--- config.mk ---
export PLATFORM = sky130hd
export DESIGN_NAME = blk_59eb98_flat
export DESIGN_NICKNAME = d
export VERILOG_FILES = /design/src/rtl/blk_59eb98_pkg.sv /design/src/rtl/blk_59eb98_if.sv /design/src/rtl/blk_59eb98_addsub.sv /design/src/rtl/blk_59eb98_shifter.sv /design/src/rtl/blk_59eb98_stage.sv /design/src/rtl/blk_59eb98.sv /design/src/flat_wrapper.sv
export SDC_FILE = /design/constraint.sdc
export NUM_CORES = 1
export LEC_CHECK = 0
export BUFFER_PORTS_ARGS = -buffer_cell sky130_fd_sc_hd__buf_2
export CAP_MARGIN = 20
export CORE_ASPECT_RATIO = 1.75
export CORE_UTILIZATION = 45
export CTS_CLUSTER_DIAMETER = 60
export CTS_CLUSTER_SIZE = 10
export DETAILED_ROUTE_END_ITERATION = 10
export SKIP_CTS_REPAIR_TIMING = 1
export SYNTH_ARGS = -nofsm -noshare
export SYNTH_HDL_FRONTEND = slang
export SYNTH_HIERARCHICAL = 1
export SYNTH_SLANG_ARGS = --single-unit
--- constraint.sdc ---
create_clock -name clock -period 3.4 [get_ports clock]
set_input_delay 0.34 -clock clock [delete_from_list [all_inputs] [get_ports clock]]
set_output_delay 0.34 -clock clock [all_outputs]
set_load 0.05 [all_outputs]
--- src/rtl/blk_59eb98_pkg.sv ---
// Shared definitions for the signed divide-by-power-of-two pipeline.
package blk_59eb98_pkg;

  localparam logic MODE_TRUNCATE = 1'b0;
  localparam logic MODE_FLOOR    = 1'b1;

  // Width-independent part of the stage-1 payload; data fields are sized in the top.
  typedef struct packed {
    logic sticky;
    logic sign;
    logic mode;
    logic clamped;
  } s1_ctrl_t;

endpackage

--- src/rtl/blk_59eb98_if.sv ---
// Valid/ready stream bundle for the divider: request side and result side.
interface blk_59eb98_if #(
  parameter int unsigned WORD_WIDTH = 16,
  parameter int unsigned EXP_WIDTH  = 5
);

  logic                  input_valid;
  logic                  input_ready;
  logic [WORD_WIDTH-1:0] numerator;
  logic [EXP_WIDTH-1:0]  exponent_of_two;
  logic                  mode;

  logic                  output_valid;
  logic                  output_ready;
  logic [WORD_WIDTH-1:0] quotient;
  logic [WORD_WIDTH-1:0] remainder;
  logic                  exponent_clamped;

  modport slave (
    input  input_valid, numerator, exponent_of_two, mode, output_ready,
    output input_ready, output_valid, quotient, remainder, exponent_clamped
  );

  modport master (
    output input_valid, numerator, exponent_of_two, mode, output_ready,
    input  input_ready, output_valid, quotient, remainder, exponent_clamped
  );

endinterface

--- src/rtl/blk_59eb98_addsub.sv ---
// Binary adder/subtractor, wrapping modulo 2^WIDTH.
module blk_59eb98_addsub #(
  parameter int unsigned WIDTH = 16
) (
  input  logic [WIDTH-1:0] a_i,
  input  logic [WIDTH-1:0] b_i,
  input  logic             sub_i,
  output logic [WIDTH-1:0] sum_c_o
);

  assign sum_c_o = sub_i ? (a_i - b_i) : (a_i + b_i);

endmodule

--- src/rtl/blk_59eb98_shifter.sv ---
// Arithmetic right shift plus a mask selecting the bits shifted out.
module blk_59eb98_shifter #(
  parameter int unsigned WIDTH     = 16,
  parameter int unsigned SHAMT_W   = 5
) (
  input  logic [WIDTH-1:0]   data_i,
  input  logic [SHAMT_W-1:0] shamt_i,
  output logic [WIDTH-1:0]   quot_c_o,
  output logic [WIDTH-1:0]   mask_c_o
);

  assign quot_c_o = $signed(data_i) >>> shamt_i;
  assign mask_c_o = ~({WIDTH{1'b1}} << shamt_i);

endmodule

--- src/rtl/blk_59eb98_stage.sv ---
// One pipeline slot: valid bit plus payload, loaded on advance, cleared synchronously.
module blk_59eb98_stage #(
  parameter int unsigned DW = 8
) (
  input  logic          clk,
  input  logic          rst_n,
  input  logic          en_i,
  input  logic          valid_i,
  input  logic [DW-1:0] data_i,
  output logic          valid_o,
  output logic [DW-1:0] data_o
);

  logic          valid_q;
  logic [DW-1:0] data_q;

  always_ff @(posedge clk) begin
    if (!rst_n) begin
      valid_q <= 1'b0;
      data_q  <= '0;
    end else if (en_i) begin
      valid_q <= valid_i;
      data_q  <= data_i;
    end
  end

  assign valid_o = valid_q;
  assign data_o  = data_q;

endmodule

--- src/rtl/blk_59eb98.sv ---
// Two-stage signed divide by 2^N: stage 1 shifts, stage 2 applies the truncation correction.
module blk_59eb98
  import blk_59eb98_pkg::*;
#(
  parameter int unsigned WORD_WIDTH = 16,
  parameter int unsigned EXP_WIDTH  = 5
) (
  input  logic         clock,
  input  logic         clear_n,
  blk_59eb98_if.slave  bus
);

  typedef struct packed {
    logic [WORD_WIDTH-1:0] floor_q;
    logic [WORD_WIDTH-1:0] low;
    logic [WORD_WIDTH-1:0] pow2;
    s1_ctrl_t              ctrl;
  } s1_payload_t;

  typedef struct packed {
    logic                  clamped;
    logic [WORD_WIDTH-1:0] quot;
    logic [WORD_WIDTH-1:0] rem;
  } s2_payload_t;

  localparam int unsigned S1_W = $bits(s1_payload_t);
  localparam int unsigned S2_W = $bits(s2_payload_t);

  logic                  advance;
  logic                  clamped;
  logic [WORD_WIDTH-1:0] shift_quot;
  logic [WORD_WIDTH-1:0] shift_mask;
  s1_payload_t           s1_d;
  s1_payload_t           s1_q;
  logic                  s1_valid;
  logic [WORD_WIDTH-1:0] quot_inc;
  logic [WORD_WIDTH-1:0] rem_neg;
  s2_payload_t           s2_d;
  s2_payload_t           s2_q;
  logic                  s2_valid;

  // The whole pipeline moves together whenever the output slot is free or being drained.
  assign advance         = !s2_valid || bus.output_ready;
  assign bus.input_ready = advance;

  assign clamped = bus.exponent_of_two >= EXP_WIDTH'(WORD_WIDTH);

  blk_59eb98_shifter #(
    .WIDTH   (WORD_WIDTH),
    .SHAMT_W (EXP_WIDTH)
  ) u_shifter (
    .data_i   (bus.numerator),
    .shamt_i  (bus.exponent_of_two),
    .quot_c_o (shift_quot),
    .mask_c_o (shift_mask)
  );

  // Stage 1: floor quotient, shifted-out bits and the divisor for the later correction.
  always_comb begin
    s1_d              = '0;
    s1_d.ctrl.sign    = bus.numerator[WORD_WIDTH-1];
    s1_d.ctrl.mode    = bus.mode;
    s1_d.ctrl.clamped = clamped;
    s1_d.pow2         = WORD_WIDTH'(1) << bus.exponent_of_two;
    if (clamped) begin
      s1_d.floor_q = {WORD_WIDTH{bus.numerator[WORD_WIDTH-1]}};
      s1_d.low     = bus.numerator;
    end else begin
      s1_d.floor_q = shift_quot;
      s1_d.low     = bus.numerator & shift_mask;
    end
    s1_d.ctrl.sticky = |s1_d.low;
  end

  blk_59eb98_stage #(.DW(S1_W)) u_stage1 (
    .clk     (clock),
    .rst_n   (clear_n),
    .en_i    (advance),
    .valid_i (bus.input_valid),
    .data_i  (s1_d),
    .valid_o (s1_valid),
    .data_o  (s1_q)
  );

  blk_59eb98_addsub #(.WIDTH(WORD_WIDTH)) u_quot_inc (
    .a_i     (s1_q.floor_q),
    .b_i     (WORD_WIDTH'(1)),
    .sub_i   (1'b0),
    .sum_c_o (quot_inc)
  );

  // pow2 is zero for clamped exponents, so the clamped remainder stays the numerator.
  blk_59eb98_addsub #(.WIDTH(WORD_WIDTH)) u_rem_sub (
    .a_i     (s1_q.low),
    .b_i     (s1_q.pow2),
    .sub_i   (1'b1),
    .sum_c_o (rem_neg)
  );

  // Stage 2: round toward zero for inexact negative numerators in truncate mode.
  always_comb begin
    s2_d         = '0;
    s2_d.clamped = s1_q.ctrl.clamped;
    s2_d.quot    = s1_q.floor_q;
    s2_d.rem     = s1_q.low;
    if (s1_q.ctrl.mode == MODE_TRUNCATE && s1_q.ctrl.sign && s1_q.ctrl.sticky) begin
      s2_d.quot = quot_inc;
      s2_d.rem  = rem_neg;
    end
  end

  blk_59eb98_stage #(.DW(S2_W)) u_stage2 (
    .clk     (clock),
    .rst_n   (clear_n),
    .en_i    (advance),
    .valid_i (s1_valid),
    .data_i  (s2_d),
    .valid_o (s2_valid),
    .data_o  (s2_q)
  );

  assign bus.output_valid     = s2_valid;
  assign bus.quotient         = s2_q.quot;
  assign bus.remainder        = s2_q.rem;
  assign bus.exponent_clamped = s2_q.clamped;

endmodule

--- src/flat_wrapper.sv ---
// flat-port wrapper written by rule: the top's interface ports become plain ports
module blk_59eb98_flat import blk_59eb98_pkg::*;
#(
  parameter int unsigned WORD_WIDTH = 16,
  parameter int unsigned EXP_WIDTH  = 5
)
  (clock, clear_n, bus_input_valid, bus_numerator, bus_exponent_of_two, bus_mode, bus_output_ready, bus_input_ready, bus_output_valid, bus_quotient, bus_remainder, bus_exponent_clamped);
  blk_59eb98_if #(.WORD_WIDTH(WORD_WIDTH), .EXP_WIDTH(EXP_WIDTH)) bus_i ();
  input  logic clock;
  input  logic clear_n;
  input wire logic [$bits(bus_i.input_valid)-1:0] bus_input_valid;
  input wire logic [$bits(bus_i.numerator)-1:0] bus_numerator;
  input wire logic [$bits(bus_i.exponent_of_two)-1:0] bus_exponent_of_two;
  input wire logic [$bits(bus_i.mode)-1:0] bus_mode;
  input wire logic [$bits(bus_i.output_ready)-1:0] bus_output_ready;
  output wire logic [$bits(bus_i.input_ready)-1:0] bus_input_ready;
  output wire logic [$bits(bus_i.output_valid)-1:0] bus_output_valid;
  output wire logic [$bits(bus_i.quotient)-1:0] bus_quotient;
  output wire logic [$bits(bus_i.remainder)-1:0] bus_remainder;
  output wire logic [$bits(bus_i.exponent_clamped)-1:0] bus_exponent_clamped;
  assign bus_i.input_valid = bus_input_valid;
  assign bus_i.numerator = bus_numerator;
  assign bus_i.exponent_of_two = bus_exponent_of_two;
  assign bus_i.mode = bus_mode;
  assign bus_i.output_ready = bus_output_ready;
  assign bus_input_ready = bus_i.input_ready;
  assign bus_output_valid = bus_i.output_valid;
  assign bus_quotient = bus_i.quotient;
  assign bus_remainder = bus_i.remainder;
  assign bus_exponent_clamped = bus_i.exponent_clamped;
  blk_59eb98 #(.WORD_WIDTH(WORD_WIDTH), .EXP_WIDTH(EXP_WIDTH)) u_core (.clock(clock), .clear_n(clear_n), .bus(bus_i));
endmodule
==> flow_summary.ini <==
[finish]
most-common-layout-cells = mux2i_1, nor2b_1, dfxtp_1, buf_2, conb_1
layoutNonFillerInstCount = 1073
area_delta_synth_final_pct = 11.5
finalNetCount = 943
insertedDiodeCount = 0
fin_util_pct = 51.8
drive_gt1_share_pct = 16.6
final_common_cell = mux2i_1
multi_input_area_um2 = 5180
nFillCells = 1512
regArea_um2 = 1740

[global_routing]
grt_use_total_pct = 21.3
grt_pass1_wl_um = 28100
gr-total-overflow = 0
grt_max_degree = 49
antenna_found_initial = 0
grt_pass1_vias = 5595

[synthesis]
yosys-top-cells-area = dfxtp_1, mux2i_1, nor2b_1
synth_seq_cells = 87
synth_area_per_cell_um2 = 9.08
yosys.area.top_type_share_pct = 24.2
synth_top_family_by_area = multiplexers
synth_mux_area_share_pct = 24.2
synth_async_sr_flop_share_pct = 0
synth_cell_types = 68
netlist_area_um2 = 7180
synth-adder-area-share_pct = 6.13
yosysTopAreaCell = dfxtp_1
synth-xor-area-share_pct = 7.05
synthFlopType = dfxtp_1
yosys_warnings = 6
synth-compound-area-share_pct = 13.3
yosys.area_share.simple_pct = 18.4
synth_cells = 791
seq_area_frac_synth_pct = 24.2
synth-edff-count = 0

[clock_network]
tritoncts = yes
clock_latency_ns = 0.34
cts_buffer_depth = 2
clock_sinks = 87
h-tree-depth = 3
numCtsBuffers = 9
root_buffer = clkbuf_16
clk_pin_slew_ns = 0.06

[place]
port_buffers = 60
place.gp.congestion = 0.892
dp.cells = 1058
post-dp-hpwl_um = 13200

[floorplanning]
die_x_um = 97.5
die_y_um = 169
placeableCoreArea_um2 = 15500
num_io_pins = 61
start_util_pct = 46.4
die_area_um2 = 16500
fp-row-count = 60

[timing]
rsz0062_at_grt = no
slew_violations = 0
finalSetupTns_ns = 0
hold_viol_final = 0
maxSlewHeadroom_pct = 50.1
worst_clock_skew_ns = 0.00871
finalSetupViolations = 0
fin_crit_sh_pct = 85.0
tightestPinTransition_ns = 0.748
max_freq_mhz = 346
period_minus_slack_ns = 2.89

[pwr]
p_per_area_nw_per_um2 = 409
power_leakage_uw = 0.00397
peakVddDrop_mv = 0.224

[setup_path]
critPathCaptureType = flip-flop
cp.arrival_ns = 3.17
cp_slowest_cell = o21ai_0
crit_chain = ha_1 > inv_1 > fa_1 > a21oi_1 > o21ai_0 > o21ai_0 > a21oi_1 > a221oi_1 > mux2_2 > mux2i_1 > nor2b_1
critical-path-max-stage-delay_ns = 0.46
critical_path_class = flip-flop to flip-flop
cp_top_family = compound AO/OA/AOI/OAI gates
required_ns = 3.68
cp-start-kind = flip-flop
critPathMaxFanout = 4
path_buf_inv = 1

[detailed_routing]
drt_iter0_markers = 257
vias = 5769
wl_um = 17400
avgRoutedWirePerCell_um = 16.2
ant_nets = 0
vias_per_cell = 5.38
firstDrtPassIters = 4
drcViolationCount = 0

[hold_path]
hp-class = primary input to flip-flop

[run_status]
status = finished clean

[job]
max-cap-violations = 0
## flip-flops by register name, indices dropped and copies added (netlist names)
signal / cells
u_core/u_stage1/data_o: 52
u_core/u_stage1/valid_o: 1
u_core/u_stage2/data_o: 33
u_core/u_stage2/valid_o: 1
## worst register-to-register path: cells and delay by family, from the launching register on
kind	cells	cell delay, ns
simple gates	1	0.11
mux	2	0.30
fa+ha+maj	2	0.57
buf+inv	1	0.05
flops	1	0.38
compound gates	5	1.43
## final cells by class
class / count / share of cell area (%)
Tap cell: 186 / 2.91
Sequential cell: 87 / 21.7
Clock inverter: 5 / 1.33
Inverter: 36 / 1.69
Clock buffer: 10 / 2.98
Timing Repair Buffer: 68 / 4.65
Multi-Input combinational cell: 681 / 64.7
## report_power, final
| part | leakage, uW | switching [uW] | internal [uW] | total [uW] |
|---|---|---|---|---|
| Sequential | 0.000715 | 42.8 | 1080 | 1120 |
| Combinational | 0.00309 | 569 | 430 | 999 |
| Clock | 0.000165 | 418 | 736 | 1150 |
## cells in the mapped netlist, types with 7 or more instances
| library cell | n |
|---|---|
| nand2_1 | 25 |
| nor2_1 | 55 |
| nand2b_1 | 15 |
| nor2b_1 | 91 |
| mux4_1 | 8 |
| ha_1 | 32 |
| mux2_2 | 36 |
| clkbuf_1 | 19 |
| o21a_1 | 21 |
| a21oi_1 | 41 |
| dfxtp_1 | 87 |
| xnor2_1 | 46 |
| o21ai_0 | 36 |
| a21o_1 | 13 |
| a31oi_1 | 7 |
| nor3_1 | 11 |
| xor2_1 | 10 |
| inv_1 | 36 |
| mux2i_1 | 101 |
## worst paths after layout
path	slack, ns	depth (start not counted)	end	startpoint
max	0.51	11	u_core/u_stage2/data_o[12]$_SDFFE_PN0P_	u_core/u_stage1/data_o[4]$_SDFFE_PN0P_
min	0.26	3	u_core/u_stage1/data_o[1]$_SDFFE_PN0P_	bus_mode
max reg2reg	0.51	11	u_core/u_stage2/data_o[12]$_SDFFE_PN0P_	u_core/u_stage1/data_o[4]$_SDFFE_PN0P_
min reg2reg	0.51	2	u_core/u_stage2/data_o[22]$_SDFFE_PN0P_	u_core/u_stage2/data_o[22]$_SDFFE_PN0P_
## metrics by stage
stage,worst slack (ns),total power [uW],hold slack (ns),instance area [um^2]
CTS,0.517,3290,0.253,8010
floorplan,0.967,1940,0.468,7390
finish,0.509,3270,0.263,8010
global placement,0.633,2120,0.489,7660
global route,0.329,3440,0.278,8010
detailed placement,0.563,2130,0.498,7660
## logic make-up (layout without fill, tap and decap cells)
group | Yosys count | count (layout)
AND/OR/NAND/NOR | 234 | 234
multiplexers | 151 | 151
AO/OA/AOI/OAI | 147 | 147
flip-flops | 87 | 87
buffers and inverters | 79 | 119
XOR/XNOR | 57 | 57
adder cells (fa/ha/maj) | 34 | 34
other | 2 | 58
## metal layers
| metal | up-vias | routed length [um] | GRT usage [%] |
|---|---|---|---|
| met5 | - | 0 | 0 |
| met4 | 0 | 548 | 9.02 |
| met3 | 36 | 367 | 2.43 |
| met2 | 96 | 9660 | 41.4 |
| met1 | 2724 | 6830 | 22.9 |
| li1 | 2913 | - | - |
(Power assumes the default switching activity.)
